`src/rtl/serial_nibble_rx_pkg.sv`:
```
// Shared definitions for the serial frame receiver.
//   state_t        : receiver FSM encoding (IDLE/DATA/STOP/BREAK)
//   DEFAULT_DATA_W : default number of data bits per frame
//   DEFAULT_CNT_W  : default bit-counter width
package serial_nibble_rx_pkg;

    localparam int unsigned DEFAULT_DATA_W = 4;
    localparam int unsigned DEFAULT_CNT_W  = 2;

    typedef enum logic [1:0] {
        ST_IDLE  = 2'd0,
        ST_DATA  = 2'd1,
        ST_STOP  = 2'd2,
        ST_BREAK = 2'd3
    } state_t;

endpackage : serial_nibble_rx_pkg

```
`src/rtl/serial_nibble_rx.sv`:
```
// Serial frame receiver: start bit, DATA_W data bits LSB-first, stop bit.
// One line bit is sampled per EN strobe.
// Ports:
//   CLK   : rising-edge clock
//   RST   : asynchronous reset, active-high
//   EN    : bit strobe, SIN sampled only when EN=1
//   SIN   : serial line, idle high
//   ACK   : consumer accepts DOUT (ignored while VALID=0)
//   DOUT  : last good received word, held until overwritten
//   VALID : DOUT holds an unconsumed word
//   FERR  : one-cycle pulse, stop bit sampled low
//   OVR   : sticky, a good frame overwrote an unconsumed word
//   BUSY  : combinational, high whenever the receiver is not idle
module serial_nibble_rx
    import serial_nibble_rx_pkg::*;
#(
    parameter int unsigned DATA_W = DEFAULT_DATA_W,
    parameter int unsigned CNT_W  = DEFAULT_CNT_W
) (
    input  logic              CLK,
    input  logic              RST,
    input  logic              EN,
    input  logic              SIN,
    input  logic              ACK,
    output logic [DATA_W-1:0] DOUT,
    output logic              VALID,
    output logic              FERR,
    output logic              OVR,
    output logic              BUSY
);

    state_t             state, state_d;
    logic [DATA_W-1:0]  sh, sh_d;
    logic [CNT_W-1:0]   cnt, cnt_d;
    logic [DATA_W-1:0]  dout_d;
    logic               valid_d;
    logic               ferr_d;
    logic               ovr_d;

    // State and datapath registers
    always_ff @(posedge CLK or posedge RST) begin
        if (RST) begin
            state <= ST_IDLE;
            sh    <= '0;
            cnt   <= '0;
            DOUT  <= '0;
            VALID <= 1'b0;
            FERR  <= 1'b0;
            OVR   <= 1'b0;
        end else begin
            state <= state_d;
            sh    <= sh_d;
            cnt   <= cnt_d;
            DOUT  <= dout_d;
            VALID <= valid_d;
            FERR  <= ferr_d;
            OVR   <= ovr_d;
        end
    end

    // Next-state, shift/count and consumer-handshake logic
    always_comb begin
        state_d = state;
        sh_d    = sh;
        cnt_d   = cnt;
        dout_d  = DOUT;
        valid_d = VALID;
        ferr_d  = 1'b0;
        ovr_d   = OVR;

        // Consumer takes the word; a good stop bit below may reload VALID.
        if (VALID && ACK) begin
            valid_d = 1'b0;
            ovr_d   = 1'b0;
        end

        case (state)
            ST_IDLE: begin
                if (EN && !SIN) begin
                    state_d = ST_DATA;
                    cnt_d   = '0;
                end
            end
            ST_DATA: begin
                if (EN) begin
                    // First bit received ends up at the LSB after DATA_W shifts.
                    sh_d  = {SIN, sh[DATA_W-1:1]};
                    cnt_d = cnt + CNT_W'(1);
                    if (cnt == CNT_W'(DATA_W - 1)) begin
                        state_d = ST_STOP;
                    end
                end
            end
            ST_STOP: begin
                if (EN) begin
                    if (SIN) begin
                        dout_d  = sh;
                        valid_d = 1'b1;
                        // Overrun only if the old word was not accepted this cycle.
                        if (VALID && !ACK) begin
                            ovr_d = 1'b1;
                        end
                        state_d = ST_IDLE;
                    end else begin
                        ferr_d  = 1'b1;
                        state_d = ST_BREAK;
                    end
                end
            end
            ST_BREAK: begin
                // Wait for the line to return high before hunting for a start bit.
                if (EN && SIN) begin
                    state_d = ST_IDLE;
                end
            end
            default: begin
                state_d = ST_IDLE;
            end
        endcase
    end

    assign BUSY = (state != ST_IDLE);

endmodule : serial_nibble_rx

```
`config.mk`:
```
export PLATFORM = sky130hd
export DESIGN_NAME = serial_nibble_rx
export DESIGN_NICKNAME = d
export VERILOG_FILES = /design/src/rtl/serial_nibble_rx_pkg.sv /design/src/rtl/serial_nibble_rx.sv
export SDC_FILE = /design/constraint.sdc
export NUM_CORES = 1
export LEC_CHECK = 0
export CAP_MARGIN = 10
export CORE_AREA = 4 4 41 43
export CTS_BUF_LIST = sky130_fd_sc_hd__clkbuf_2 sky130_fd_sc_hd__clkbuf_4 sky130_fd_sc_hd__clkbuf_8
export CTS_CLUSTER_DIAMETER = 100
export DETAILED_ROUTE_END_ITERATION = 7
export DIE_AREA = 0 0 45 47
export HOLD_SLACK_MARGIN = 0.06
export PLACE_DENSITY_LB_ADDON = 0.08
export SYNTH_ARGS = -nofsm -noshare
export SYNTH_HDL_FRONTEND = slang
export SYNTH_SLANG_ARGS = --single-unit
```
`constraint.sdc`:
```
create_clock -name CLK -period 1.4 [get_ports CLK]
set_input_delay 0.28 -clock CLK [delete_from_list [all_inputs] [get_ports CLK]]
set_output_delay 0.28 -clock CLK [all_outputs]
set_load 0.01 [all_outputs]
```
* After elaboration in Yosys (flattened, before gate mapping)
Index checks and enable logic that the tools add are counted.
Operators by class: add/subtract/negate cells 1, mux-type cells 22, reduce and logical (&&, ||, !) cells 13, eq/ne operators 9
Operators with widths (number):
- 2-to-1 mux 2 bit | 8
- 2-to-1 mux 1 bit | 12
- inequality test 2 bit (second input constant) | 5
- one-hot mux 2 bit (4 select lines) | 1
- equality test 2 bit (second input constant) | 3
- AND reduction 3 bit | 2
- AND reduction 5 bit | 1
- logical AND 1 bit | 4
- one-hot mux 2 bit (2 select lines) | 1
- nonzero test 2 bit | 2
- adder 2 x 1 -> 2 bit (second input constant) | 1
- equality test 2 x 1 -> 1 bit (second input constant) | 1
- logical NOT 1 bit | 2
- logical NOT 2 bit | 1
- AND reduction 2 bit | 1
Storage, ports and cells: word-level logic and storage cells 52, output and inout port bits 8, register bits after elaboration 15, bits of input ports 5

* Longest topological paths before layout
depth in word-level cells 6, mapped depth 3

* Worst setup path after synthesis
No wires, ideal clock.
kind flip-flop to flip-flop, start register state[0], end register sh[3], setup slack 0.241 ns, cell stages (with the launch flop) 4, arrival time 1.034 ns, cells stage by stage dfrtp_1 -> nand2_1 -> nor2_1 -> mux2_2
On the way: word-level cells in the longest chain between the ends 2
Ends and longest elaborated chain:
- start: declaration | RTL line serial_nibble_rx.sv:32 | state_t state, state_d;
- start signal: assignment | RTL line serial_nibble_rx.sv:51 | state <= state_d;
- equality test 2 x 1 -> 1 bit | RTL line serial_nibble_rx.sv:77 | case (state)
- AND reduction 2 bit (no line)
- end signal: assignment | RTL line serial_nibble_rx.sv:44 | sh <= '0;
- end signal: assignment | RTL line serial_nibble_rx.sv:52 | sh <= sh_d;
- end: declaration | RTL line serial_nibble_rx.sv:33 | logic [DATA_W-1:0] sh, sh_d;
No other way between the ends. A chain may end at the register's enable or synchronous reset.

* Worst setup path in the final report
start register state[0], end output port BUSY
On the way: word-level cells in the longest chain between the ends 1
Ends and longest elaborated chain:
- nonzero test 2 bit | RTL line serial_nibble_rx.sv:122 | assign BUSY = (state != ST_IDLE);
- end: declaration | RTL line serial_nibble_rx.sv:29 | output logic BUSY
No other way between the ends.

==> run_results.csv <==
group,metric,value,unit
status,status,"finished, final reports clean",
logic_synthesis,synth_area,614,um2
timing,report.final.slew_viol_count,0,
floorplan,fp.dieArea,2120,um2
setup_path,crit_required,1120,ps
drt,dr_wl_met2,565,um
finish,layout_common_cells,"15 x dfrtp_1, 9 x buf_4, 8 x mux2_2, 7 x dlygate4sd2_1, 5 x o21ai_0",
floorplan,rows,13,
setup_path,cp_max_fo,2,
logic_synthesis,synth_warnings,0,
logic_synthesis,yosys.area.top_type_share,0.611,
placement,routabilityCongestion,0.665,
setup_path,crit_path_end_kind,"output pin",
setup_path,critPathKind,"flip-flop to output pin",
run,cap_viol_max_count,0,
clock_network,path_clk_slew,80,ps
timing,whs,289,ps
finish,diodes,0,
global_route,grt_usage,0.143,
finish,layout_commonest_cell,"dfrtp_1",
finish,syn_to_final_growth,38.1,%
drt,wirelength,1160,um
clock_network,numClockSinks,15,
global_route,overflow,0,
setup_path,crit_path_start_kind,"flip-flop",
finish,drive_gt1_frac,0.329,
drt,vias,447,
placement,portBuffers,12,
logic_synthesis,yosysTopAreaCell,"dfrtp_1",
floorplan,die_h,47,um
placement,hpwl,864,um
pwr,powerDensity,1840,nW/um2
global_route,grt_pass1_wl,2130,um
timing,achievable-frequency,765,MHz
drt,via_per_inst,5.08,
drt,first_iter_violations,5,
timing,finalCritPeriodShare,0.933,
timing,hold_violations,0,
global_route,antenna_found_initial,0,
timing,worst_clock_skew,10.5,ps
drt,drt_first_pass_iters,4,
finish,final_util,0.652,
drt,dr_wl_met3,78,um
setup_path,arrival,1030,ps
timing,setup_tns,0,ps
timing,slew_headroom,0.854,
pwr,power_leakage,0.436,nW
global_route,grt_max_degree,16,
clock_network,cts_made_buffers,3,
finish,seqCellArea,375,um2
drt,wl_met1,512,um
logic_synthesis,syn_nets,54,
pwr,ir_drop,1.09,mV
drt,drc_errors,0,
clock_network,max-clock-path-buffers,2,
clock_network,cts_setup_buffers,0,
clock_network,cts_tree,"built",
min_path,hold_class,"primary input to asynchronous set/reset pin",
global_route,grt_pass1_vias,473,
drt,post_drt_wl_per_cell,13.1,um
timing,finalSetupViolations,0,
setup_path,rrSetupSlack,140,ps
drt,top_layer_used,"met3",
timing,rsz0062_at_grt,"false",
finish,final_nets,80,
clock_network,clk_latency,280,ps
logic_synthesis,syn_avg_cell_area,12.8,um2
logic_synthesis,synth_area_leaders,"dfrtp_1 61%, mux2_2 15%, o21ai_0 4.1%",
floorplan,die_x,45,um
floorplan,initial_core_util,0.472,
logic_synthesis,synthDistinctLibCells,18,
floorplan,core,1300,um2
timing,tightest_slew,216,ps
drt,ant_nets,0,
logic_synthesis,yosys_register_bits,15,
logic_synthesis,netlist_instances,48,
clock_network,ctsHtreeMaxLevel,1,
clock_network,cts_root_buffer,"clkbuf_4",
logic_synthesis,synth_seq_area_share,0.611,
floorplan,io_pins,13,
timing,min_period,1310,ps
finish,fill_cells,127,
finish,multi_input_area,229,um2
[power breakdown]
part / internal, mW / leakage [nW] / switching [mW] / total, mW
combinational: 0.359 / 0.227 / 0.251 / 0.610
clock: 0.130 / 0.0184 / 0.123 / 0.253
sequential: 0.598 / 0.191 / 0.0958 / 0.693
[worst max-delay path, stage by stage, from the launching register on]
cell and delay [ps]:
dfrtp_1 380, or2_4 250, buf_6 120
[sequential cells by signal (all words and copies together), names as in the netlist, named ones only]
signal and flops:
FERR 1, VALID 1, sh 4, DOUT 4, cnt 2, state 2
[per-stage QoR]
stage          instance area (um2)  setup WS (ps)  power, mW  std cells
3_3_place_gp                   821           -182       1.30         84
5_1_grt                        848           27.3       1.68         88
4_1_cts                        837           17.1       1.54         88
3_5_place_dp                   821           -200       1.32         84
2_1_floorplan                  614            241       1.01         48
6_report                       848           93.6       1.56         88
[layout make-up]
cell class | instances | area share
Clock buffer | 4 | 0.0354
Tap cell | 15 | 0.0221
Timing Repair Buffer | 21 | 0.212
Multi-Input combinational cell | 29 | 0.270
Sequential cell | 15 | 0.442
Inverter | 4 | 0.0177
[synthesized netlist by cell type, drive strengths merged]
cell type,n
a211oi,1
ha,1
nor2b,1
inv,4
mux2,8
o21ai,5
nor4bb,1
and3,1
dfrtp,15
nand2,2
a2bb2oi,1
nor2,2
or2,2
a21oi,1
a22o,1
nand4b,1
or2b,1
[per-layer routing]
metal,global-route usage,vias up
li1,-,219
met1,0.178,217
met2,0.223,11
met3,0.0728,0
met4,0.0351,0
met5,0,-
[cell families (layout without fill, tap and decap cells)]
logic type	Yosys count	after routing	share of synthesized area
DFF	15	15	0.611
AOI/OAI and AO/OA	9	9	0.0896
and+or+nand+nor	11	11	0.108
buffers and inverters	4	29	0.0244
adders and majority gates	1	1	0.0204
muxes	8	8	0.147
[path summary, 6_finish.rpt]
check,from,depth (start not counted),to
max,state[0]$_DFFE_PP0P_,2,BUSY
min,RST,3,DOUT[2]$_DFFE_PP0P_
max reg2reg,state[0]$_DFFE_PP0P_,4,DOUT[0]$_DFFE_PP0P_
min reg2reg,VALID$_DFF_PP0_,1,flip-flop
max in group asynchronous,RST,3,sh[1]$_DFFE_PP0P_
min in group CLK,VALID$_DFF_PP0_,1,flip-flop
[timing repair]
action | in CTS | in global routing
hold buffers | 0 | 0
resized for setup | 11 | 3
setup endpoints to repair | 8 | 4
(Power assumes the default switching activity.)
